<file path="config.mk">
export PLATFORM = sky130hd
export DESIGN_NAME = pwm_button_array
export DESIGN_NICKNAME = d
export VERILOG_FILES = /design/src/rtl/pwm_pkg.sv /design/src/rtl/btn_press_detect.sv /design/src/rtl/pwm_button_array.sv
export SDC_FILE = /design/constraint.sdc
export NUM_CORES = 1
export LEC_CHECK = 0
export ABC_AREA = 1
export CELL_PAD_IN_SITES_DETAIL_PLACEMENT = 0
export CELL_PAD_IN_SITES_GLOBAL_PLACEMENT = 1
export CORE_MARGIN = 1
export CORE_UTILIZATION = 40
export DETAILED_ROUTE_END_ITERATION = 6
export PLACE_DENSITY_LB_ADDON = 0.2
export SETUP_SLACK_MARGIN = 0.3
export SLEW_MARGIN = 0
export SYNTH_ARGS = -nofsm -noshare
export SYNTH_HDL_FRONTEND = slang
export SYNTH_SLANG_ARGS = --single-unit
</file>
<file path="constraint.sdc">
create_clock -name clk -period 2 [get_ports clk]
set_input_delay 0.3 -clock clk [delete_from_list [all_inputs] [get_ports clk]]
set_output_delay 0.3 -clock clk [all_outputs]
set_load 0.005 [all_outputs]
</file>
<file path="src/rtl/pwm_pkg.sv">
// Shared constants and saturating helpers for the button-driven PWM array.
// Saturating helpers work at 32 bits, far wider than any duty value, so the
// intermediate sum or difference can never wrap before the clamp is applied.
package pwm_pkg;

  localparam int PWM_PERIOD_DEF    = 10;
  localparam int PWM_STEP_DEF      = 2;
  localparam int PWM_TICK_DIV_DEF  = 2**20;
  localparam int PWM_DUTY_INIT_DEF = 5;

  // Add a step and clamp at the ceiling.
  function automatic int unsigned sat_add(input int unsigned val,
                                          input int unsigned step,
                                          input int unsigned ceil);
    int unsigned sum;
    sum = val + step;
    return (sum > ceil) ? ceil : sum;
  endfunction

  // Subtract a step and clamp at zero.
  function automatic int unsigned sat_sub(input int unsigned val,
                                          input int unsigned step);
    return (val < step) ? 32'd0 : (val - step);
  endfunction

endpackage

</file>
<file path="src/rtl/btn_press_detect.sv">
// Debounced press detector for one raw push-button.
// The button is sampled only on the slow tick; a press is one tick-wide pulse
// on the first tick after the sampled level rises, however long it is held.
module btn_press_detect
  import pwm_pkg::*;
(
  input  logic clk,
  input  logic rst_n,
  input  logic tick,
  input  logic btn,
  output logic press
);

  logic s1;
  logic s2;

  // Two-flop sampler advanced only on the slow tick.
  always_ff @(posedge clk or negedge rst_n) begin
    if (!rst_n) begin
      s1 <= 1'b0;
      s2 <= 1'b0;
    end else if (tick) begin
      s1 <= btn;
      s2 <= s1;
    end
  end

  assign press = s1 & ~s2 & tick;

endmodule

</file>
<file path="src/rtl/pwm_button_array.sv">
// Multi-channel PWM generator with per-channel inc/dec push-button duty control.
// Button presses update a pending duty; the active duty is loaded from it only
// at the last count of a period, so a running period is never truncated.
// Optional build macro PWM_PHASE_STAGGER_EN: channel k compares a counter phase
// advanced by k*(PERIOD/CH) to spread rising edges; the shadow load still
// happens at the global wrap. Undefined: every channel compares cnt directly.
module pwm_button_array
  import pwm_pkg::*;
#(
  parameter int CH        = 4,
  parameter int PERIOD    = PWM_PERIOD_DEF,
  parameter int STEP      = PWM_STEP_DEF,
  parameter int DUTY_INIT = PWM_DUTY_INIT_DEF,
  parameter int TICK_DIV  = PWM_TICK_DIV_DEF,
  parameter int DUTY_W    = $clog2(PERIOD + 1)
) (
  input  logic                 clk,
  input  logic                 rst_n,
  input  logic [CH-1:0]        btn_inc,
  input  logic [CH-1:0]        btn_dec,
  output logic [CH-1:0]        pwm,
  output logic [CH*DUTY_W-1:0] duty,
  output logic                 period_start
);

  localparam int                DIV_W    = $clog2(TICK_DIV);
  localparam logic [DIV_W-1:0]  DIV_LAST = DIV_W'(TICK_DIV - 1);
  localparam logic [DUTY_W-1:0] CNT_LAST = DUTY_W'(PERIOD - 1);
  localparam logic [DUTY_W-1:0] DUTY_RST = DUTY_W'(DUTY_INIT);

  logic [DIV_W-1:0]  div_cnt;
  logic              tick;
  logic [DUTY_W-1:0] cnt;
  logic [CH-1:0]     inc_press;
  logic [CH-1:0]     dec_press;
  logic [DUTY_W-1:0] pend  [CH];
  logic [DUTY_W-1:0] act   [CH];
  logic [DUTY_W-1:0] phase [CH];
  logic [CH-1:0]     cmp_p0;

  // Slow tick divider shared by every button sampler.
  always_ff @(posedge clk or negedge rst_n) begin
    if (!rst_n)    div_cnt <= '0;
    else if (tick) div_cnt <= '0;
    else           div_cnt <= div_cnt + 1'b1;
  end

  assign tick = (div_cnt == DIV_LAST);

  // Period counter shared by all channels, wraps 0..PERIOD-1.
  always_ff @(posedge clk or negedge rst_n) begin
    if (!rst_n)               cnt <= '0;
    else if (cnt == CNT_LAST) cnt <= '0;
    else                      cnt <= cnt + 1'b1;
  end

  for (genvar k = 0; k < CH; k++) begin : g_btn
    btn_press_detect u_inc (
      .clk   (clk),
      .rst_n (rst_n),
      .tick  (tick),
      .btn   (btn_inc[k]),
      .press (inc_press[k])
    );
    btn_press_detect u_dec (
      .clk   (clk),
      .rst_n (rst_n),
      .tick  (tick),
      .btn   (btn_dec[k]),
      .press (dec_press[k])
    );
  end

  // Pending duty: saturating step on a lone inc or dec press; both cancel.
  always_ff @(posedge clk or negedge rst_n) begin
    if (!rst_n) begin
      for (int k = 0; k < CH; k++) pend[k] <= DUTY_RST;
    end else begin
      for (int k = 0; k < CH; k++) begin
        if (inc_press[k] && !dec_press[k])
          pend[k] <= DUTY_W'(sat_add(32'(pend[k]), STEP, PERIOD));
        else if (dec_press[k] && !inc_press[k])
          pend[k] <= DUTY_W'(sat_sub(32'(pend[k]), STEP));
      end
    end
  end

  // Active duty shadow-loads from pending on the last count of each period.
  always_ff @(posedge clk or negedge rst_n) begin
    if (!rst_n) begin
      for (int k = 0; k < CH; k++) act[k] <= DUTY_RST;
    end else if (cnt == CNT_LAST) begin
      for (int k = 0; k < CH; k++) act[k] <= pend[k];
    end
  end

`ifdef PWM_PHASE_STAGGER_EN
  localparam logic [DUTY_W:0] PERIOD_X = (DUTY_W+1)'(PERIOD);

  // Counter advanced by channel k's fixed offset, folded back into 0..PERIOD-1.
  function automatic logic [DUTY_W-1:0] wrap_phase(input logic [DUTY_W-1:0] c,
                                                   input int k);
    logic [DUTY_W:0] sum;
    sum = {1'b0, c} + (DUTY_W+1)'((k * (PERIOD / CH)) % PERIOD);
    if (sum >= PERIOD_X) sum = sum - PERIOD_X;
    return sum[DUTY_W-1:0];
  endfunction

  // Per-channel staggered compare phase.
  always_comb begin
    for (int k = 0; k < CH; k++) phase[k] = wrap_phase(cnt, k);
  end
`else
  // All channels compare the shared counter directly.
  always_comb begin
    for (int k = 0; k < CH; k++) phase[k] = cnt;
  end
`endif

  // Stage p0: duty compare against the current phase.
  always_comb begin
    cmp_p0 = '0;
    for (int k = 0; k < CH; k++) cmp_p0[k] = (phase[k] < act[k]);
  end

  // Stage p1: registered outputs; period_start marks the cnt=0 compare.
  always_ff @(posedge clk or negedge rst_n) begin
    if (!rst_n) begin
      pwm          <= '0;
      period_start <= 1'b0;
    end else begin
      pwm          <= cmp_p0;
      period_start <= (cnt == '0);
    end
  end

  // Pack the active duties onto the flat output bus.
  always_comb begin
    duty = '0;
    for (int k = 0; k < CH; k++) duty[k*DUTY_W +: DUTY_W] = act[k];
  end

endmodule

</file>
==> results of run 1 <==
==> critical path, delay by kind of cell (launching register included) <==
family / cells / cell delay (ns)
and+or+nand+nor: 5 / 0.72
AOI/OAI and AO/OA: 2 / 0.21
DFF: 1 / 0.40
adders and majority gates: 2 / 0.48
buffers and inverters: 1 / 0.04
==> stage by stage <==
stage          worst slack, ns  utilization (%)  TNS, ns
3_5_place_dp           -0.0409             49.0   -0.138
4_1_cts                 0.0342             52.0        0
6_report                0.0153             54.5        0
5_1_grt                 -0.116             54.5    -1.21
2_1_floorplan          0.00817                -        0
3_3_place_gp            0.0494             49.0        0
==> what timing repair did <==
| action | in CTS | in global routing |
|---|---|---|
| resized for setup | 13 | 50 |
| endpoints found under the setup margin | 24 | 41 |
| setup buffers | 14 | 3 |
| cloned | 0 | 2 |
| pin swaps | 2 | 14 |
| hold buffers | 1 | 0 |
| hold endpoints to repair | 28 | 0 |
==> registers in the layout, indices dropped and copies added, names as in the netlist <==
name and count:
cnt 4, div_cnt 20, duty 16, g_btn.u_dec.s1 4, g_btn.u_dec.s2 4, g_btn.u_inc.s1 4, g_btn.u_inc.s2 4, pend 16
period_start 1, pwm 4
==> power breakdown <==
group	leakage, nW	switching [mW]	total (mW)	internal [mW]
logic	1.42	0.0327	0.0539	0.0211
registers	0.952	0	1.56	1.56
clock network	0.0880	0.604	1.08	0.479
==> cell usage in the layout (no fill, tap or decap), types with 3 or more instances in the layout <==
cell type,n
ha_1,20
o21ai_1,3
a21oi_1,13
a21oi_2,6
clkinv_2,3
a31oi_1,9
nand3_1,20
nand3b_1,5
clkbuf_8,10
inv_4,4
inv_1,57
nand3_2,4
nand2_4,5
ha_4,5
nand2_2,17
nand4_1,3
o21ai_0,25
xnor2_1,7
inv_2,4
nand2_1,111
xor2_1,11
nand2_8,3
nor2_1,50
clkdlybuf4s50_1,21
dfrtp_1,61
nor2_2,7
dlygate4sd2_1,8
nor2_4,5
dfstp_2,16
buf_4,48
o21a_1,4
==> layout make-up <==
| type | count | area, µm² |
|---|---|---|
| repair buffers | 81 | 702 |
| flip-flops and latches | 77 | 1950 |
| clock inverters | 6 | 38.8 |
| well taps | 133 | 166 |
| inverters | 66 | 265 |
| fillers | 962 | 4460 |
| multi-input cells | 342 | 2100 |
| clock buffers | 10 | 138 |
==> layer usage <==
| layer | wire (µm) | vias up |
|---|---|---|
| li1 | - | 1747 |
| met1 | 4390 | 1508 |
| met2 | 3810 | 41 |
| met3 | 193 | 13 |
| met4 | 150 | 0 |
| met5 | 0 | - |
==> cell families after synthesis <==
family	Yosys count
xor+xnor	18
simple gates	232
flops	77
compound gates	65
fa+ha+maj	25
buf+inv	73
==> path summary, 6_finish.rpt <==
kind                                 startpoint                       endpoint  slack [ns]  depth (start not counted)
max                        div_cnt[0]$_DFF_PN0_            pend[1]$_DFFE_PN0P_        0.02                         10
min                                  btn_inc[0]  g_btn[0].u_inc.s1$_DFFE_PN0N_        0.45                          3
max reg2reg                div_cnt[0]$_DFF_PN0_            pend[1]$_DFFE_PN0P_        0.02                         10
min reg2reg                 pend[8]$_DFFE_PN1P_            pend[8]$_DFFE_PN1P_        0.48                          2
max in group asynchronous                 rst_n           pend[14]$_DFFE_PN1P_        0.87                          3
min in group asynchronous                 rst_n          div_cnt[15]$_DFF_PN0_        0.50                          2
==> run metrics, run 1 <==
area share of fa/ha/maj cells after synthesis approximately 7.7%; RSZ-0062 raised after global routing true; GR Layer Usage met1 25.5%; Syn Nets about 530; CP peak stage delay 0.40 ns; Layout Cells excl Fill slightly above 700; static leakage around 2.5 nW; mux cell area share after synthesis 0%; count of flip-flops with a built-in enable after synthesis 0; port bufs 30; final wirelength ~8.5 mm; Clock Sink Count 77; antenna-violating nets left 0; Area Overhead vs Synth 31.9%; final setup vio count 0; CTS tree yes; Critical Path Source Type flip-flop; drt wl/cell about 12 µm; row count 36; grt met2 use 27.5%; residual DRC count 0; DP Cell Count 679; initial antenna violation count 0; final instance area roughly 5400 µm²; Synth Area in Compound Gates around 8.8%; core area 9820 µm²; dpl hpwl 6.12 mm; post-synthesis sequential area ratio 48.0%; Critical Path, Cell by Cell ha_4, nand3_4, nor2_4, nand4_4, nor2_4, nand3b_1, ha_4, inv_4, o22ai_1, a31oi_1; CP required ~2.3 ns; DRT iter0 DRCs 68; status finished, final reports clean; Final Hold Fails 0; met3 GRT Util under 10%; largest family of logic cells by synthesized area simple AND/OR/NAND/NOR gates; layout cell share with drive strength beyond 1 around 26%; Final Wtd Congestion slightly above 0.8; crit end category flip-flop; DIE WIDTH ~100 µm; Die Height around 100 µm; Max Freq 504 MHz; Via Count ~3300; Post-Syn Area roughly 4100 µm²; FF+latch count, synth between 70 and 80; Synth Area in Simple Gates about a quarter; Max Cap Viol 0; depth of the CTS H-tree 3; syn_area_per_cell about 8.3 µm²; Initial Util approximately two fifths; CTS max path bufs 2; gr busiest metal met2; Power per Cell Area just over 500 nW/µm²; Syn Inst Count 490; Clock Root Buffer clkbuf_8; CTS buffer count 9; largest net degree at the start of global routing 45; first-pass GRT wire length 14.6 mm; Nets slightly above 600; Worst-Skew Late Latency 0.37 ns; Synth Area in XOR/XNOR between 3 and 4%; warnings from Yosys 0; DIE AREA about 11000 µm²; asr flop ratio synth between 90% and 100%; Total GRT Usage 18.1%; Main synth FF type dfrtp_1; Tightest Pin Transition ~0.95 ns; Synth top area share 37.6%; Slowest cell on crit path dfrtp_1; number of global-route vias before repair 3108; WHS 0.454 ns; DR vias/cell around 4.6; area leader, netlist dfrtp_1; Area after DPL ~4800 µm²; most frequent cell after synthesis nand2_1; synth top area cells dfrtp_1, nand2_1, dfstp_2; Tot Pwr 2.69 mW; GRT Residual Overflow 0; CTS clk-pin slew, worst paths 0.09 ns; Peak VDD IR 0.286 mV; critical path arrival between 2 and 2.5 ns; slew margin rel. between 30% and 40%; critical path class flip-flop to flip-flop; worst-path fanout max 7; Synth top cells by count nand2_1, inv_1, dfrtp_1, nor2_1, o21ai_0; Tcrit/Tclk final 99.2%; Antenna diodes 0; clock skew after layout 0.0130 ns; Final Critical Period approximately 2.0 ns; IO Pins 31; final count of pins violating max slew 0; drt pass-1 iters 4; Yosys cell types 29; Worst Hold Class input pin to flip-flop
No activity file was read; power rests on OpenSTA's default activity.
==> run 2: changes to the inputs <==
Settings changed: CORE_ASPECT_RATIO set to 0.9.
==> run 2 against run 1 <==
Net effect:
- the flow now finishes with violations (setup timing)
- non-clock buffer count increased by 2
- combinational power grew 3%
- worst hold slack improved by 0.020 ns
- via count up 2.1%
- count of clock-buffer cells in the layout unchanged
- fmax decreased by 2.0%
- global-route usage up 0.20 points
- wire length grew 8.2%
==> run metrics, run 2 (same netlist as run 1, synthesis figures left out) <==
sw power 0.673 mW (+5.7%); largest reg by FF count div_cnt; core area 9780 µm² (-0.36%); CP peak stage delay 0.40 ns (about the same); Largest register FFs 20 (unchanged); antenna-violating nets left 0 (unchanged); port bufs 30 (unchanged); Antenna diodes 0 (unchanged); Slowest cell on crit path dfrtp_1; Max Freq 494 MHz (-2.0%); DP Cell Count 677 (-0.29%); Worst path most repeated cell nor2_4; Tightest Pin Transition 0.822 ns (-0.128 ns); row count 34 (-5.6%); RSZ-0062 raised after global routing true; Worst-Skew Late Latency 0.33 ns (-0.04 ns); Area after DPL 4830 µm² (+0.34%); CTS tree yes; Clock Root Buffer clkbuf_16; Flop pwr share 48.5% (-9.3 points); CP delay by family, top simple AND/OR/NAND/NOR gates; CTS clk-pin slew, worst paths 0.06 ns (-0.03 ns); Logic pwr share 1.7% (-0.3 points); critical path arrival 2.28 ns (+0.05 ns); final setup vio count 7 (+7); Area Overhead vs Synth 37.1%; drt wl/cell 13.0 µm (+8.9%); pre-CTS setup slack -0.0704 ns (-0.0295 ns); WHS 0.474 ns (+0.0205 ns); dpl hpwl 6.29 mm (+2.8%); most common cell after layout, fill and taps aside nand2_1; Total GRT Usage 18.3% (+0.20 points); Worst Hold Class flip-flop to flip-flop; DR vias/cell 4.76 (+2.8%); Tcrit/Tclk final 101% (+2.0 points); Clk network pwr share 49.8% (+9.6 points); crit end category flip-flop; worst-path fanout max 5 (-2); slew margin rel. 44.9% (+8.6 points); DIE WIDTH 108 µm (+5.3%); Initial Util 41.5% (+0.15 points); CP required 2.26 ns (about the same); Pint 2.54 mW (+24%); Power per Cell Area 578 nW/µm² (+15%); area of the multi-input gates 2150 µm² (+2.6%); CTS buffer count 9 (unchanged); depth of the CTS H-tree 3 (unchanged); Peak VDD IR 0.418 mV (+46%); drt pass-1 iters 4 (unchanged); Tot Pwr 3.22 mW (+19%); DRT iter0 DRCs 108 (+59%); Nets 614 (+0.33%); largest net degree at the start of global routing 36 (-20%); critical path class flip-flop to flip-flop; first-pass GRT wire length 15.2 mm (+3.7%); Total Neg Setup Slack -0.0786 ns (-0.0786 ns); Final Hold Fails 0 (unchanged); Final Critical Period 2.02 ns (+0.0396 ns); Die Height 97.6 µm (-5.0%); Final Wtd Congestion 0.829 (+1.7%); Max Cap Viol 0 (unchanged); Via Count 3379 (+2.1%); layout cell share with drive strength beyond 1 25.9% (+0.25 points); Critical path buffers and inverters 2 (+1); filler cell count in the final layout 870 (-9.6%); IO Pins 31 (unchanged); failing checks setup timing; Critical Path, Cell by Cell ha_4, nand3_4, nor2_4, nand3_2, nor2_4, buf_4, nand3_2, nor2_4, ha_4, buf_6, nand4_1, a21oi_1; Layout Cells excl Fill 710 (-0.70%); final wirelength 9.23 mm (+8.2%); clock skew after layout 0.00699 ns (-0.00597 ns); CTS max path bufs 2 (unchanged); Critical Path Source Type flip-flop; GRT Residual Overflow 0 (unchanged); initial antenna violation count 0 (unchanged); DIE AREA 10600 µm² (about the same); final instance area 5570 µm² (+3.9%); most frequent cells in the layout nand2_1, dfrtp_1, inv_1; status finished, violations left; final count of pins violating max slew 0 (unchanged); residual DRC count 0 (unchanged); Clock Sink Count 77 (unchanged); number of global-route vias before repair 3275 (+5.4%); static leakage 2.65 nW (+7.7%); Setup WS post-layout -0.0244 ns (-0.0396 ns); sw frac 20.9% (-2.7 points); sequential cell area 1950 µm² (unchanged); utilization after layout 56.9% (+2.3 points)
run 2: cell types whose count changed in the layout (fill, tap and decap cells not counted), moves of 3 or more:
cell | previous run | this run
dlymetal6s2s_1 | 0 | 7
nand3_1 | 20 | 17
clkbuf_8 | 10 | 0
nand2_2 | 17 | 10
nor2_4 | 5 | 8
clkbuf_16 | 0 | 9
dlygate4sd2_1 | 8 | 0
inv_2 | 4 | 1
a31oi_1 | 9 | 6
nand2_1 | 111 | 120
run 2: area by class of cell:
type,count,area share [%]
multi-input cells,342,38.7
flip-flops and latches,77,35.0
repair buffers,83,13.3
inverters,66,4.95
clock buffers,10,4.11
well taps,126,2.83
clock inverters,6,1.15
run 2: repair_timing:
item                                   in CTS  in global routing
gates cloned                                0                  2
hold buffers                                1                  0
endpoints found under the hold margin      23                  0
gates resized for setup                    16                 57
setup endpoints to repair                  16                 44
pin swaps                                  12                 18
buffers inserted                            5                  9
run 2: power by group through the flow:
stage          registers (mW)   logic [mW]  clock network (mW)
5_1_grt                  1.56       0.0645                1.71
4_1_cts                  1.56       0.0588                1.65
6_report                 1.56       0.0555                1.60
3_3_place_gp             1.59       0.0566                   0
3_5_place_dp             1.59       0.0570                   0
2_1_floorplan            1.59  0.000000887                   0
run 2: worst min-delay path, stage by stage (launching register included):
cell and delay (ns):
dfrtp_1 0.33, nand2_1 0.06, nand2_1 0.05
run 2: layer usage:
metal	global-route usage [%]	vias up	wire [µm]
met1	26.3	1578	4720
met2	27.3	43	4160
met3	4.56	7	261
li1	-	1751	-
met4	4.85	0	87
met5	0	-	0
run 2: final timing paths:
kind	slack [ns]	cells past startpoint	start	endpoint
min in group asynchronous	0.49	2	rst_n	div_cnt[11]$_DFF_PN0_
max reg2reg	-0.02	12	div_cnt[0]$_DFF_PN0_	pend[10]$_DFFE_PN1P_
max in group asynchronous	0.80	3	rst_n	pend[10]$_DFFE_PN1P_
max	-0.02	12	div_cnt[0]$_DFF_PN0_	pend[10]$_DFFE_PN1P_
min reg2reg	0.47	2	g_btn[0].u_dec.s2$_DFFE_PN0N_	g_btn[0].u_dec.s2$_DFFE_PN0N_
min	0.47	2	g_btn[0].u_dec.s2$_DFFE_PN0N_	g_btn[0].u_dec.s2$_DFFE_PN0N_
